--- src/rtl/TYPES.sv ---
// ---------------------------------------------------------------------------
// TYPES -- shared definitions for the instruction-memory loader.
//
// Holds the target memory geometry and the loader state encoding so the
// loader and anything that reads the same memory agree on one definition.
//   MEM_DEPTH      byte locations in the target memory
//   MEM_WIDTH      bits per memory location
//   BPI            bytes per 32-bit instruction word
//   ADDR_W         byte-address width
//   WCNT_W         word-count width (holds 0..MEM_DEPTH/BPI)
//   loader_state_t loader FSM state encoding
// ---------------------------------------------------------------------------
package TYPES;

    localparam int MEM_DEPTH = 4096;
    localparam int MEM_WIDTH = 8;
    localparam int BPI       = 4;
    localparam int ADDR_W    = 12;
    localparam int WCNT_W    = 11;

    typedef enum logic [2:0] {
        ST_IDLE   = 3'd0,
        ST_ACCEPT = 3'd1,
        ST_WRITE  = 3'd2,
        ST_FINISH = 3'd3,
        ST_ERROR  = 3'd4
    } loader_state_t;

endpackage : TYPES

--- src/rtl/imem_loader.sv ---
// ---------------------------------------------------------------------------
// imem_loader -- streams 32-bit words into a byte-wide instruction memory.
//
// A session is requested with a one-cycle load_start carrying a byte base
// address and a word count. Each accepted word is written as four bytes,
// most significant byte first, on four consecutive cycles. The memory is
// external; this block only drives its write port.
//
// State | meaning
// ------+-----------------------------------------------------------------
// IDLE   | waiting for load_start; range-checks the request
// ACCEPT | in_ready high, waiting for an in_valid handshake
// WRITE  | four byte writes of the latched word, big-endian
// FINISH | one-cycle done pulse, then IDLE
// ERROR  | request rejected; err is set, back to IDLE next cycle
//
// Ports
//   clk          clock, rising edge
//   rst_n        asynchronous active-low reset, released synchronously
//   load_start   one-cycle session request (honoured in IDLE only)
//   load_base    first byte address of the session
//   load_words   words in the session (0..MEM_DEPTH/BPI)
//   in_valid     in_data holds a word
//   in_data      word to store
//   in_ready     word accepted when in_valid & in_ready
//   mem_we       byte write strobe
//   mem_addr     byte write address (0 when mem_we is low)
//   mem_wdata    byte write data    (0 when mem_we is low)
//   busy         session in progress (ACCEPT or WRITE)
//   done         one-cycle completion pulse
//   err          sticky rejected-session flag
//   words_loaded words fully written in the current or last session
// ---------------------------------------------------------------------------
module imem_loader
    import TYPES::*;
#(
    parameter int MEM_DEPTH = TYPES::MEM_DEPTH,
    parameter int BPI       = TYPES::BPI
) (
    input  logic                 clk,
    input  logic                 rst_n,
    input  logic                 load_start,
    input  logic [ADDR_W-1:0]    load_base,
    input  logic [WCNT_W-1:0]    load_words,
    input  logic                 in_valid,
    input  logic [31:0]          in_data,
    output logic                 in_ready,
    output logic                 mem_we,
    output logic [ADDR_W-1:0]    mem_addr,
    output logic [MEM_WIDTH-1:0] mem_wdata,
    output logic                 busy,
    output logic                 done,
    output logic                 err,
    output logic [WCNT_W-1:0]    words_loaded
);

    // One bit wider than the 13 bits needed for legal requests so that an
    // oversized word count cannot wrap the end address back into range.
    localparam int LIMIT_W = ADDR_W + 2;

    loader_state_t        r_state;
    logic                 r_rst_ok;
    logic [ADDR_W-1:0]    r_addr;
    logic [WCNT_W-1:0]    r_count;
    logic [31:0]          r_shift;
    logic [1:0]           r_idx;

    logic                 r_in_ready;
    logic                 r_mem_we;
    logic [ADDR_W-1:0]    r_mem_addr;
    logic [MEM_WIDTH-1:0] r_mem_wdata;
    logic                 r_busy;
    logic                 r_done;
    logic                 r_err;
    logic [WCNT_W-1:0]    r_words;

    logic [LIMIT_W-1:0]   w_end;
    logic                 w_bad_req;
    logic                 w_last_word;

    // Reset is asserted asynchronously but released on a clock edge: the
    // FSM ignores load_start until one edge after rst_n rises, so the first
    // request can be honoured on the second edge.
    always_ff @(posedge clk or negedge rst_n) begin
        if (!rst_n) begin
            r_rst_ok <= 1'b0;
        end else begin
            r_rst_ok <= 1'b1;
        end
    end

    assign w_end       = {2'b00, load_base}
                       + ({3'b000, load_words} * LIMIT_W'(BPI));
    assign w_bad_req   = (load_base[1:0] != 2'b00)
                       || (w_end > LIMIT_W'(MEM_DEPTH));
    assign w_last_word = ((r_words + 1'b1) == r_count);

    always_ff @(posedge clk or negedge rst_n) begin
        if (!rst_n) begin
            r_state     <= ST_IDLE;
            r_addr      <= '0;
            r_count     <= '0;
            r_shift     <= '0;
            r_idx       <= '0;
            r_in_ready  <= 1'b0;
            r_mem_we    <= 1'b0;
            r_mem_addr  <= '0;
            r_mem_wdata <= '0;
            r_busy      <= 1'b0;
            r_done      <= 1'b0;
            r_err       <= 1'b0;
            r_words     <= '0;
        end else begin
            case (r_state)
                ST_IDLE: begin
                    if (load_start && r_rst_ok) begin
                        if (w_bad_req) begin
                            r_err   <= 1'b1;
                            r_state <= ST_ERROR;
                        end else if (load_words == '0) begin
                            r_words <= '0;
                            r_err   <= 1'b0;
                            r_done  <= 1'b1;
                            r_state <= ST_FINISH;
                        end else begin
                            r_addr     <= load_base;
                            r_count    <= load_words;
                            r_words    <= '0;
                            r_err      <= 1'b0;
                            r_in_ready <= 1'b1;
                            r_busy     <= 1'b1;
                            r_state    <= ST_ACCEPT;
                        end
                    end
                end

                ST_ACCEPT: begin
                    if (in_valid && r_in_ready) begin
                        // Top byte goes out straight away; the rest are
                        // shifted up so the next byte is always [31:24].
                        r_shift     <= {in_data[23:0], 8'h00};
                        r_idx       <= 2'd0;
                        r_in_ready  <= 1'b0;
                        r_mem_we    <= 1'b1;
                        r_mem_addr  <= r_addr;
                        r_mem_wdata <= in_data[31:24];
                        r_state     <= ST_WRITE;
                    end
                end

                ST_WRITE: begin
                    if (r_idx != 2'd3) begin
                        r_idx       <= r_idx + 2'd1;
                        r_mem_addr  <= r_mem_addr + 1'b1;
                        r_mem_wdata <= r_shift[31:24];
                        r_shift     <= {r_shift[23:0], 8'h00};
                    end else begin
                        r_mem_we    <= 1'b0;
                        r_mem_addr  <= '0;
                        r_mem_wdata <= '0;
                        r_words     <= r_words + 1'b1;
                        // After the final word of a session ending at the
                        // top of memory this wraps, but it is never used.
                        r_addr      <= r_addr + ADDR_W'(BPI);
                        if (w_last_word) begin
                            r_busy  <= 1'b0;
                            r_done  <= 1'b1;
                            r_state <= ST_FINISH;
                        end else begin
                            r_in_ready <= 1'b1;
                            r_state    <= ST_ACCEPT;
                        end
                    end
                end

                ST_FINISH: begin
                    r_done  <= 1'b0;
                    r_state <= ST_IDLE;
                end

                ST_ERROR: begin
                    r_state <= ST_IDLE;
                end

                default: begin
                    r_in_ready  <= 1'b0;
                    r_mem_we    <= 1'b0;
                    r_mem_addr  <= '0;
                    r_mem_wdata <= '0;
                    r_busy      <= 1'b0;
                    r_done      <= 1'b0;
                    r_state     <= ST_IDLE;
                end
            endcase
        end
    end

    assign in_ready     = r_in_ready;
    assign mem_we       = r_mem_we;
    assign mem_addr     = r_mem_addr;
    assign mem_wdata    = r_mem_wdata;
    assign busy         = r_busy;
    assign done         = r_done;
    assign err          = r_err;
    assign words_loaded = r_words;

endmodule : imem_loader

--- config.mk ---
export PLATFORM = sky130hd
export DESIGN_NAME = imem_loader
export DESIGN_NICKNAME = d
export VERILOG_FILES = /design/src/rtl/TYPES.sv /design/src/rtl/imem_loader.sv
export SDC_FILE = /design/constraint.sdc
export NUM_CORES = 1
export LEC_CHECK = 0
export CAP_MARGIN = 20
export CELL_PAD_IN_SITES_DETAIL_PLACEMENT = 0
export CELL_PAD_IN_SITES_GLOBAL_PLACEMENT = 1
export CORE_UTILIZATION = 43
export CTS_CLUSTER_SIZE = 14
export DETAILED_ROUTE_END_ITERATION = 16
export PLACE_DENSITY = 0.84
export SETUP_SLACK_MARGIN = 0.05
export SYNTH_ARGS = -nofsm -noshare
export SYNTH_HDL_FRONTEND = slang
export SYNTH_SLANG_ARGS = --single-unit
--- constraint.sdc ---
create_clock -name clk -period 4.9 [get_ports clk]
set_input_delay 1.47 -clock clk [delete_from_list [all_inputs] [get_ports clk]]
set_output_delay 1.47 -clock clk [all_outputs]
set_load 0.005 [all_outputs]
==> results of run 1 <==
## layer usage
layer | track usage | wire (um) | up-vias
li1 | - | - | 2279
met1 | 0.3079 | 6498 | 2205
met2 | 0.3864 | 6835 | 94
met3 | 0.03672 | 491 | 14
met4 | 0.08000 | 236 | 0
met5 | 0 | 0 | -
## cell type report
class | instances | share of cell area
multi-input cells | 441 | 0.4276
flip-flops and latches | 89 | 0.3326
repair buffers | 112 | 0.1622
clock buffers | 13 | 0.04037
well taps | 147 | 0.02747
inverters | 11 | 0.006167
clock inverters | 3 | 0.003551
## worst max-delay path by stage
stage	endpoint	slack (ns)	cells past startpoint	start
after floorplan	r_count[0]	0.46	10	load_base[2]
after global placement	r_count[2]	0.04	11	load_base[2]
after detailed placement	r_count[3]	-0.05	11	load_base[2]
after CTS	r_count[3]	0.32	11	load_base[2]
after global routing	r_count[5]	0.13	11	load_base[2]
final	r_count[4]	0.31	11	load_base[2]
## sequential cells by signal, summed over array words and instances (netlist names), 2 cells and up
register,flops
r_count,11
mem_addr,12
r_shift,24
r_addr,12
mem_wdata,8
r_state,3
words_loaded,11
r_idx,2
## report_power, final
part,internal [mW],leakage [nW],switching [mW]
combinational,0.680,1.52,0.703
clock,0.387,0.138,0.287
sequential,1.03,1.14,0.340
total,2.10,2.79,1.33
## placed cells by master (no fill, tap or decap), types with 4 or more instances in the layout
cell                              synthesis  layout
sky130_fd_sc_hd__a21o_1                   4       4
sky130_fd_sc_hd__a21oi_1                 32      32
sky130_fd_sc_hd__a22oi_1                 15      15
sky130_fd_sc_hd__a31oi_1                  5       5
sky130_fd_sc_hd__and3_1                  13      13
sky130_fd_sc_hd__buf_4                    0      18
sky130_fd_sc_hd__clkbuf_16                0       9
sky130_fd_sc_hd__clkdlybuf4s50_1          0      93
sky130_fd_sc_hd__dfrtp_1                 89      89
sky130_fd_sc_hd__ha_1                    14      14
sky130_fd_sc_hd__inv_1                   11      11
sky130_fd_sc_hd__mux2_2                  12      12
sky130_fd_sc_hd__mux2i_1                 22      22
sky130_fd_sc_hd__nand2_1                 75      75
sky130_fd_sc_hd__nand2b_1                 4       4
sky130_fd_sc_hd__nand3_1                 12      12
sky130_fd_sc_hd__nor2_1                  40      40
sky130_fd_sc_hd__nor2b_1                  7       7
sky130_fd_sc_hd__nor3_1                  16      15
sky130_fd_sc_hd__nor3b_1                  6       6
sky130_fd_sc_hd__nor4_1                   5       5
sky130_fd_sc_hd__o21ai_0                 64      64
sky130_fd_sc_hd__o2bb2ai_1                6       6
sky130_fd_sc_hd__o31ai_1                  5       5
sky130_fd_sc_hd__o32ai_1                  6       6
sky130_fd_sc_hd__xnor2_1                 11      11
sky130_fd_sc_hd__xor2_1                   9       9
## through the flow
stage | instance area (um2) | setup slack (ns) | util
detailed placement | 6401 | -0.04538 | 0.5351
global route | 6695 | 0.1309 | 0.5597
floorplan | 5261 | 0.4647 | -
finish | 6695 | 0.3100 | 0.5597
CTS | 6695 | 0.3226 | 0.5597
global placement | 6401 | 0.03993 | 0.5351
## cells by family (layout without fill, tap and decap cells)
logic type      after synthesis  in the layout  share of synthesized area
mux                          34             34                    0.06754
xor+xnor                     20             20                    0.03329
flops                        89             89                     0.4233
simple gates                191            191                     0.1722
other cells                   1              1                  0.0007128
buf+inv                      42            139                    0.03424
fa+ha+maj                    16             16                    0.03900
compound gates              179            179                     0.2297
## critical path: stages
cell and delay (ns):
sky130_fd_sc_hd__clkdlybuf4s50_1 0.43, sky130_fd_sc_hd__ha_1 0.24, sky130_fd_sc_hd__fa_1 0.45, sky130_fd_sc_hd__xor2_1 0.20, sky130_fd_sc_hd__a2111oi_4 0.34, sky130_fd_sc_hd__o21ai_2 0.12
sky130_fd_sc_hd__nor4_4 0.32, sky130_fd_sc_hd__o2111ai_2 0.22, sky130_fd_sc_hd__a2111oi_4 0.45, sky130_fd_sc_hd__buf_12 0.22, sky130_fd_sc_hd__mux2_2 0.35
==> run summary, run 1 <==
The count of H-tree levels built during CTS is 3. The number of setup buffers added after CTS is 0. The tightest slew margin relative to the limit is 0.3163.

The final instance count without filler cells came out at about 820. The part of the cycle the worst path needs came out at 0.9367. The final critical path time including I/O delays and setup is 4.590 ns. The detailed-route DRC error count came out at 0.

The overall die width came out at 112.6 um. The count of maximum capacitance violations is 0. After clock tree synthesis, the clock-pin slew on the worst setup and hold paths is ~0.06 ns. The synthesized cell area came out at around 5300 um2. The flow ran to the end, and the final reports show no timing, DRC or antenna violations. The number of storage elements in the synthesis netlist is just under 90. The synthesis-to-layout area growth came out at 27.25%. The share of async-settable or async-resettable flops after synthesis is 1.000. The number of enable-type register cells in the synthesized netlist came out at 0. For the pin with the worst max-slew slack, the measured transition is 1.023 ns. The path with the worst hold slack has its endpoint at r_shift[29].

Sorting the synthesized cells by how often they occur yields sky130_fd_sc_hd__dfrtp_1 (89), sky130_fd_sc_hd__nand2_1 (75), sky130_fd_sc_hd__o21ai_0 (64). Detailed placement ended at an HPWL of roughly 10,000 um. The number of inserted diodes came out at 0.

The maximum number of pins on one net before global-route repair came out at 65. The initial antenna violation count came out at 0. For the final database, setup skew stands at between 0.007 and 0.008 ns. The post-CTS resize count came out at 0. The most used flip-flop cell after synthesis is sky130_fd_sc_hd__dfrtp_1. The cell type with the largest total area after synthesis is sky130_fd_sc_hd__dfrtp_1. The worst hold slack is about 0.48 ns.

The floorplan die area came out at 12,680 um2. The number of different library cells in the post-synthesis netlist is 64. At the worst endpoint, the required time is 5.13 ns.

Static timing analysis puts the maximum clock frequency at 217.9 MHz. The total area of multi-input combinational cells is about 2900 um2. Setup repair after global routing left no endpoint under its margin. STA classifies the critical path endpoint as a register. The post-synthesis net count is ~650. The via count of the first global-routing pass is about 4,500. STA puts the critical path data arrival time at about 4.8 ns. The sequential element share of the synthesized area is 0.4233. The effective utilization at floorplan is 0.4399. The count of synthesis-stage warnings from yosys is 0. The TritonCTS sink count came out at roughly 90. The final global-route overflow total is 0. In the final layout, the share of cells above drive strength 1 is 0.09716. For the final routed database, the setup TNS stands at 0 ns. The number of clock buffers added by TritonCTS is 9.

The tree is rooted in a sky130_fd_sc_hd__clkbuf_16. The first global-routing pass estimated 22,960 um of wire. The startpoint identified for the worst register-to-register timing path is words_loaded[0]. The share of synthesized area in the top cell type comes to 0.4233.

The worst hold path passes through 2 cells. The number of hold-slack violations in the final timing report is 0. The minimum setup slack among reg-to-reg paths is around 1.4 ns. The number of inserted filler cells in the final layout came out at around 1,100. The critical path is of the in -> reg type. Setup violations remaining at the end of the flow were counted as 0.

The leakage power is approximately 2.8 nW. In this run the most critical hold path is launched from r_shift[29]. The class of the tightest hold or removal check is reg -> reg. The largest buffer count on any clock path is 2. The die is approximately 110 um tall. The post-placement cell count is 800. The final routed wirelength across all metal layers came out at approximately 14,000 um. In the post-synthesis netlist, the biggest area contributors are sky130_fd_sc_hd__dfrtp_1 (42%), sky130_fd_sc_hd__o21ai_0 (6.1%), sky130_fd_sc_hd__nand2_1 (5.4%), sky130_fd_sc_hd__mux2i_1 (4.2%), sky130_fd_sc_hd__ha_1 (3.3%).

The power consumption is ~3.4 mW. For the worst flop-to-flop path, the logic depth is 9. The pre-antenna-repair detailed-routing pass consisted of 5 iterations. In this run the critical register-to-register path is captured at done. The via density per instance is ~5.6. The power density normalized to cell area came out at about 510 nW/um2.

The number of vias in the routed layout is 4,592. The sequential cells in the finished layout cover a total of roughly 2200 um2. Counting every instance in the synthesized netlist gives 572. The cell row count came out at 40.

The clock insertion delay at the later pin of the skew report is 0.34 ns. The global placement routability congestion came out at roughly 0.84. The count of nets left with antenna violations once routing finished came out at 0. The total number of nets in the final design came out at 738. The I/O pin total came out at between 90 and 100. In this run the worst path has a maximum fanout of 23.

IR analysis of the VDD net gives a maximum drop of around 0.00027 V. Dividing the synthesized area by the synthesized cell count gives roughly 9.2 um2. The post-detailed-route wirelength per cell is 17.23 um. In the global route stage, overall resource usage came out at 0.2322. The number of hold buffers added after cts came out at 0. The core region is between 10,000 and 15,000 um2. By instance count, the leading cell after synthesis is sky130_fd_sc_hd__dfrtp_1. The initial detailed-routing violation count is 295. The number of buffers inserted by port buffering is 94. The clock tree from TritonCTS is built. The worst setup path is launched from an input port. The total count of max-transition violations in the final report came out at 0.
Note: power is estimated with default switching activity, not from simulation.
==> run 2, diff against run 1 <==
Settings changed: GPL_TIMING_DRIVEN set to 0, SETUP_SLACK_MARGIN 0.05 to unset.
==> run summary, run 2 (same netlist as run 1, synthesis figures left out) <==
The most frequent standard cell in the layout excluding fill and tap cells is sky130_fd_sc_hd__clkdlybuf4s50_1. The TritonCTS sink count is 89 (unchanged). The highest net fanout along the worst path is 10 (-57%). The worst setup path is launched from an input port. The area occupied by registers came out at 2227 um2 (unchanged).

The initial antenna violation count came out at 0 (unchanged). The first-pass iteration count of the detailed router came out at 5 (unchanged). The core occupancy in the finished layout came out at 0.5680 (+0.008264). The power density normalized to cell area came out at 517.0 nW/um2 (+1.0%). The part of the cycle the worst path needs is 0.9769 (+0.04020). The maximum number of pins on one net before global-route repair came out at 61 (-6.2%). The flip-flop count of the largest register, all copies and words added is 24 (unchanged). The final setup skew is 0.007762 ns (+0.0004692 ns). The number of vias in the routed layout is 4,769 (+3.9%).

The detailed-placement wirelength estimate came to 10,720 um (+4.8%). The maximum vdd ir drop is 0.0003455 V (+26%). The via count of the first global-routing pass was 4,674 (+4.3%). The first-pass GRT wire length is 24,140 um (+5.1%).

The clock group share of total power is 0.200 (+0.003). The sequential power share came out at 0.371 (-0.029). The worst hold slack came out at 0.4813 ns (-0.003340 ns).

The total negative slack came out at 0 ns (unchanged). The count of H-tree levels built during CTS came out at 3 (unchanged). The actual slew at the worst max-slew pin came out at 0.9076 ns (-0.1154 ns).

The number of buffers inserted by port buffering is 94 (unchanged). The post-route cell area is 6794 um2 (+1.5%). The number of hold buffers added after cts came out at 0 (unchanged). The clock buffer count from CTS is 9 (unchanged). The number of routed nets with antenna violations came out at 0 (unchanged). The floorplan die area came out at 12,680 um2 (unchanged).

The register with the most flip-flops in the final layout is r_shift. The largest individual stage delay along the critical path comes from the cell sky130_fd_sc_hd__clkdlybuf4s50_1. The initial detailed-routing violation count came out at 310 (+5.1%).

The highest achievable clock rate was 208.9 MHz (-4.1%). The via density per instance is 5.718 (+1.6%). The all-layer global routing usage is 0.2434 (+0.01116).

The die span in y is 112.6 um (unchanged). The synthesis-to-layout area growth came out at 29.13%. The worst setup path is of the in -> reg kind. The total area of multi-input combinational cells is 2893 um2 (+1.0%). The count of buffer and inverter cells on the critical path came out at 2 (unchanged). The final routed wirelength across all metal layers came out at 14,420 um (+2.6%). The share of final-layout standard cells stronger than drive strength 1 is 0.08588 (-0.01128). The clock tree from TritonCTS is built. The post-placement cell count is 814 (+1.8%). The tightest slew margin relative to the limit was 0.3916 (+0.07532). The library cell used as clock root buffer is sky130_fd_sc_hd__clkbuf_16.

The switching portion of total power is 0.3896 (+0.001336). Broken down by cell family, the worst path's largest delay share belongs to compound AO/OA/AOI/OAI gates. The count of maximum capacitance violations came out at 0 (unchanged).

The detailed-route DRC error count is 0 (unchanged). The number of inserted diodes is 0 (unchanged). The final critical path time including I/O delays and setup came to 4.787 ns (+0.1970 ns). The core area is 11,960 um2 (unchanged).

The area after detailed placement is 6416 um2 (+0.23%). The power consumption came to 3.513 mW (+2.5%). The final instance count without filler cells came out at 834 (+2.2%).

The tightest min-delay check is of the reg -> reg type. The internal power component is 2.144 mW (+2.3%). The largest buffer count on any clock path is 2 (unchanged). The required time at the endpoint of the critical path is 5.12 ns (about the same). The clock-pin transition on the worst setup and hold timing paths is 0.06 ns (about the same). The combinational share of power is 0.429 (+0.026). The global placement routability congestion is 0.8511 (+1.6%). The effective utilization at floorplan came out at 0.4399 (unchanged). Setup repair after global routing left no endpoint under its margin. The switching power is 1.369 mW (+2.9%).

The worst setup slack after placement came out at -0.4911 ns (-0.4457 ns). The arrival time of the worst setup path came out at 5.01 ns (+0.19 ns). The largest stage delay on the critical path came out at 0.51 ns (+0.06 ns).

The final global-route overflow total is 0 (unchanged). The leakage power came out at 2.807 nW (+0.58%). The library cells used most frequently in the layout, excluding fill and tap cells, are sky130_fd_sc_hd__clkdlybuf4s50_1 (93), sky130_fd_sc_hd__dfrtp_1 (89), sky130_fd_sc_hd__nand2_1 (75). The total number of nets in the final design is 757 (+2.6%). The cell row count came out at 40 (unchanged). The final setup violation count is 0 (unchanged). The I/O pin total is 95 (unchanged). The clock insertion delay at the later pin of the skew report is 0.34 ns (about the same). The number of inserted filler cells in the final layout is 1,077 (-2.4%). The kind of end point of the critical path is a register. The number of hold-slack violations in the final timing report came out at 0 (unchanged).

Walking the worst path, the cells encountered are clkdlybuf4s50_1 > ha_1 > fa_2 > a21o_2 > a221oi_4 > o21ai_0 > xnor2_1 > o2111ai_4 > a211o_2 > and2_1 > buf_2 > a22o_1. The smallest setup slack after layout came out at 0.1130 ns (-0.1970 ns). The total count of max-transition violations in the final report is 0 (unchanged). The flow ran to the end, and the final reports show no timing, DRC or antenna violations. The post-detailed-route wirelength per cell is 17.29 um (+0.35%).

The overall die width came to 112.6 um (unchanged).
-- run 2: changes by cell type in the layout (fill, tap and decap cells not counted), moves of 2 or more --
cell,previous run,this run
sky130_fd_sc_hd__clkinvlp_4,2,0
sky130_fd_sc_hd__buf_4,18,6
sky130_fd_sc_hd__buf_6,0,3
sky130_fd_sc_hd__clkbuf_1,1,27
-- run 2: layer usage --
layer / global-route usage / vias up / routed length (um)
met4: 0.07289 / 0 / 292
li1: - / 2317 / -
met2: 0.3988 / 141 / 6830
met3: 0.04536 / 25 / 679
met1: 0.3277 / 2286 / 6620
met5: 0 / - / 0
-- run 2: path summary, 6_finish.rpt --
path                                  from               to  slack (ns)  depth (start not counted)
hold / removal                 r_shift[11]      r_shift[11]        0.48                          2
setup reg to reg           words_loaded[0]             done        1.51                          9
max in group asynchronous            rst_n  words_loaded[7]        3.20                          2
setup / recovery              load_base[2]  words_loaded[2]        0.11                         12
min in group asynchronous            rst_n             done        1.06                          1
hold reg to reg                r_shift[11]      r_shift[11]        0.48                          2
-- run 2: cell type report --
| type | instances | area share |
|---|---|---|
| Inverter | 11 | 0.006077 |
| Clock inverter | 4 | 0.007735 |
| Buffer | 31 | 0.02063 |
| Sequential cell | 89 | 0.3278 |
| Timing Repair Buffer | 100 | 0.1477 |
| Tap cell | 147 | 0.02707 |
| Multi-Input combinational cell | 441 | 0.4258 |
| Clock buffer | 11 | 0.03720 |
-- run 2: worst register-to-register path, delay by kind of cell, from the launching register on --
family | cells | cell delay (ns)
AO/OA/AOI/OAI | 4 | 0.75
adder cells (fa/ha/maj) | 1 | 0.29
flip-flops | 1 | 0.49
AND/OR/NAND/NOR | 4 | 1.78
-- run 2: repair_timing --
action                                  in CTS  in global routing
endpoints found under the setup margin      16                 24
buffers inserted                             2                  3
pin swaps                                    1                  2
cloned                                       0                  0
gates resized for setup                      3                  4
-- run 2: power groups by stage --
stage                     Sequential (mW)  Clock [mW]  Combinational (mW)
after global placement               1.29           0                1.46
after detailed placement             1.31           0                1.49
final                                1.30       0.703                1.51
after global routing                 1.34       0.748                1.69
after floorplan                      1.23           0               0.955
after CTS                            1.30       0.720                1.50
==> run 3, diff against run 2 <==
--- a/config.mk
+++ b/config.mk
@@ -12,5 +12,4 @@
 export CTS_CLUSTER_SIZE = 14
 export DETAILED_ROUTE_END_ITERATION = 16
-export GPL_TIMING_DRIVEN = 0
 export PLACE_DENSITY = 0.84
 export SYNTH_ARGS = -nofsm -noshare
==> constraint.sdc (replaced) <==
create_clock -name clk -period 5.7 [get_ports clk]
set_input_delay 0.57 -clock clk [delete_from_list [all_inputs] [get_ports clk]]
set_output_delay 0.57 -clock clk [all_outputs]
set_load 0.005 [all_outputs]
==> run summary, run 3 (same netlist as run 1, synthesis figures left out) <==
The count of buffer and inverter cells on the critical path came out at 1 (-1). The die span in y was 112.6 um (unchanged). The first-pass GRT wire length is 23,160 um (-4.1%).

The via count of the first global-routing pass is 4,440 (-5.0%). The number of hold buffers added after cts was 0 (unchanged). Setup repair after global routing left no endpoint under its margin.

The actual slew at the worst max-slew pin came to 1.039 ns (+0.1316 ns). The initial antenna violation count is 0 (unchanged). The count of H-tree levels built during CTS is 3 (unchanged). The total count of max-transition violations in the final report was 0 (unchanged). The maximum vdd ir drop came out at 0.0002361 V (-32%). Among the stages of the critical path, the cell type that occurs most often is sky130_fd_sc_hd__a221oi_2. In this run the critical register-to-register path is launched from words_loaded[0]. The effective utilization at floorplan came to 0.4399 (unchanged).

The buffers inserted during post-CTS setup optimization came out at 0 (-2). The initial detailed-routing violation count was 338 (+9.0%). The highest-delay cell along the critical path is sky130_fd_sc_hd__a211oi_1. The largest stage delay on the critical path was 0.79 ns (+0.28 ns). After global routing, the most crowded layer is met2. The kind of end point of the critical path is a register.

Grouping stages by cell kind, the critical path spends the most delay in compound AO/OA/AOI/OAI gates. The met3 usage came out at 0.03186 (-0.01350). Ranked by flip-flop count, first place goes to r_shift.

The signal on the critical path passes through clkdlybuf4s50_1 > ha_1 > fa_1 > a21o_2 > a221oi_2 > o311ai_0 > xor2_1 > nor3b_1 > a211oi_1 > o31ai_1 > a221oi_2. The I/O pin total came out at 95 (unchanged). The post-detailed-route wirelength per cell is 17.64 um (+2.0%). The class of the most critical setup path is in -> reg. The tightest slew margin relative to the limit is 0.3008 (-0.09083). The detailed-route DRC error count is 0 (unchanged). Leaving out fill and tap cells, the most frequent cell in the layout is sky130_fd_sc_hd__clkdlybuf4s50_1.

The number of inserted diodes is 0 (unchanged). The clock insertion delay at the later pin of the skew report is 0.35 ns (about the same). The via density per instance came out at 5.725 (+0.13%). The final routed wirelength across all metal layers came out at 14,200 um (-1.5%).

The final setup violation count is 0 (unchanged). The synthesis-to-layout area growth is 25.16%. The share of final-layout standard cells stronger than drive strength 1 is 0.08359 (-0.002294). The met1 global-route usage is 0.3200 (-0.007706). The final global-route overflow total came out at 0 (unchanged). The total number of nets in the final design came out at 727 (-4.0%). The top cell types in the final layout, fill and taps aside, are sky130_fd_sc_hd__clkdlybuf4s50_1 (93), sky130_fd_sc_hd__dfrtp_1 (89), sky130_fd_sc_hd__nand2_1 (75). The worst hold slack is 0.1368 ns (-0.3445 ns). The clock-pin transition on the worst setup and hold timing paths was 0.07 ns (about the same). The kind of start point of the critical path is an input port.

The highest net fanout along the worst path is 5 (-5). The number of buffers inserted by port buffering came out at 94 (unchanged). In this run the critical register-to-register path is captured at busy.

The total negative slack is 0 ns (unchanged). The post-CTS resize count is 0 (-3). The area occupied by registers came to 2227 um2 (unchanged).

The arrival time of the worst setup path came to 4.33 ns (-0.68 ns). The core area came out at 11,960 um2 (unchanged). The cell row count came out at 40 (unchanged).

The required time at the endpoint of the critical path is 5.96 ns (+0.84 ns). The flip-flop count of the largest register, all copies and words added was 24 (unchanged). The floorplan die area is 12,680 um2 (unchanged). In this run the worst hold path is classified as in -> async. The minimum setup slack among reg-to-reg paths came out at 2.19 ns (+0.68 ns). The maximum number of pins on one net before global-route repair is 62 (+1.6%).

The detailed-placement wirelength estimate came out at 10,120 um (-5.6%). The routing usage on met2 came to 0.3745 (-0.02428). The all-layer global routing usage came out at 0.2344 (-0.008936).

The power consumption came to 2.919 mW (-17%). The first-pass iteration count of the detailed router came out at 4 (-1). The total area of multi-input combinational cells is 2863 um2 (-1.0%).

The clock tree from TritonCTS is built. The number of inserted filler cells in the final layout is 1,139 (+5.8%). The power density normalized to cell area is 443.3 nW/um2 (-14%).

The number of vias in the routed layout is 4,609 (-3.4%). The final critical path time including I/O delays and setup is about 4.1 ns. The number of hold-slack violations in the final timing report is 0 (unchanged).

The run finished with clean final reports. The count of maximum capacitance violations came out at 0 (unchanged). The worst reg2reg path depth came to 9 (unchanged). The part of the cycle the worst path needs came out at 0.7146. The highest achievable clock rate is 245.5 MHz. The clock buffer count from CTS came out at 9 (unchanged). The global placement routability congestion was 0.8305 (-2.4%). The largest buffer count on any clock path is 2 (unchanged). The final setup skew was 0.008072 ns (+0.0003101 ns).

The TritonCTS sink count came out at 89 (unchanged). The cell sitting at the root of the clock tree is a sky130_fd_sc_hd__clkbuf_16. The overall die width came to 112.6 um (unchanged).

The number of routed nets with antenna violations came out at 0 (unchanged). The leakage power came to 2.739 nW (-2.4%).
-- run 3: changes by cell type in the layout (fill, tap and decap cells not counted), moves of 2 or more --
cell / delta
sky130_fd_sc_hd__buf_4: +2
sky130_fd_sc_hd__buf_6: -3
sky130_fd_sc_hd__clkbuf_1: -27
sky130_fd_sc_hd__clkinv_2: +2
sky130_fd_sc_hd__clkinv_4: -2
sky130_fd_sc_hd__inv_6: +2
-- run 3: how the worst max path moves through the flow --
stage | start | end | slack [ns] | cells after the start
after floorplan | load_base[2] | r_count[0] | 2.16 | 10
after global placement | load_base[2] | r_addr[7] | 1.41 | 11
after detailed placement | load_base[2] | r_addr[7] | 1.39 | 11
after CTS | load_base[2] | r_addr[7] | 1.73 | 11
after global routing | load_base[2] | r_addr[7] | 1.37 | 11
final | load_base[2] | r_addr[7] | 1.63 | 11
-- run 3: worst reg2reg max path: stages (launching register included) --
cell and delay [ns]:
sky130_fd_sc_hd__dfrtp_1 0.50, sky130_fd_sc_hd__ha_1 0.30, sky130_fd_sc_hd__nand3_1 0.22, sky130_fd_sc_hd__or3_1 0.51, sky130_fd_sc_hd__nor4_1 0.27, sky130_fd_sc_hd__a31oi_1 0.07
sky130_fd_sc_hd__nor4_1 0.90, sky130_fd_sc_hd__o21ai_0 0.28, sky130_fd_sc_hd__o21ai_0 0.25, sky130_fd_sc_hd__nand2_1 0.07
-- run 3: area by class of cell --
class                   count  share of cell area
multi-input cells         441              0.4347
flip-flops and latches     89              0.3382
repair buffers            101              0.1505
clock buffers              10             0.03629
well taps                 147             0.02793
inverters                  11            0.006270
clock inverters             6            0.006080
-- run 3: power breakdown --
part / switching (mW) / internal (mW)
registers: 0.288 / 0.885
logic: 0.602 / 0.578
clock network: 0.258 / 0.308
total: 1.15 / 1.77
-- run 3: routing by layer --
layer  part of all wire  up-vias
met2               0.48      101
met4              0.022        0
met5                  0        -
li1                   -     2257
met3              0.031       19
met1               0.47     2232
-- run 3: stage by stage --
| step | area [um2] | cells | util | setup WS [ns] |
|---|---|---|---|---|
| floorplan | 5261 | 572 | - | 2.165 |
| global placement | 6306 | 789 | 0.5272 | 1.412 |
| detailed placement | 6306 | 789 | 0.5272 | 1.394 |
| CTS | 6585 | 805 | 0.5505 | 1.730 |
| global route | 6585 | 805 | 0.5505 | 1.375 |
| finish | 6585 | 805 | 0.5505 | 1.627 |
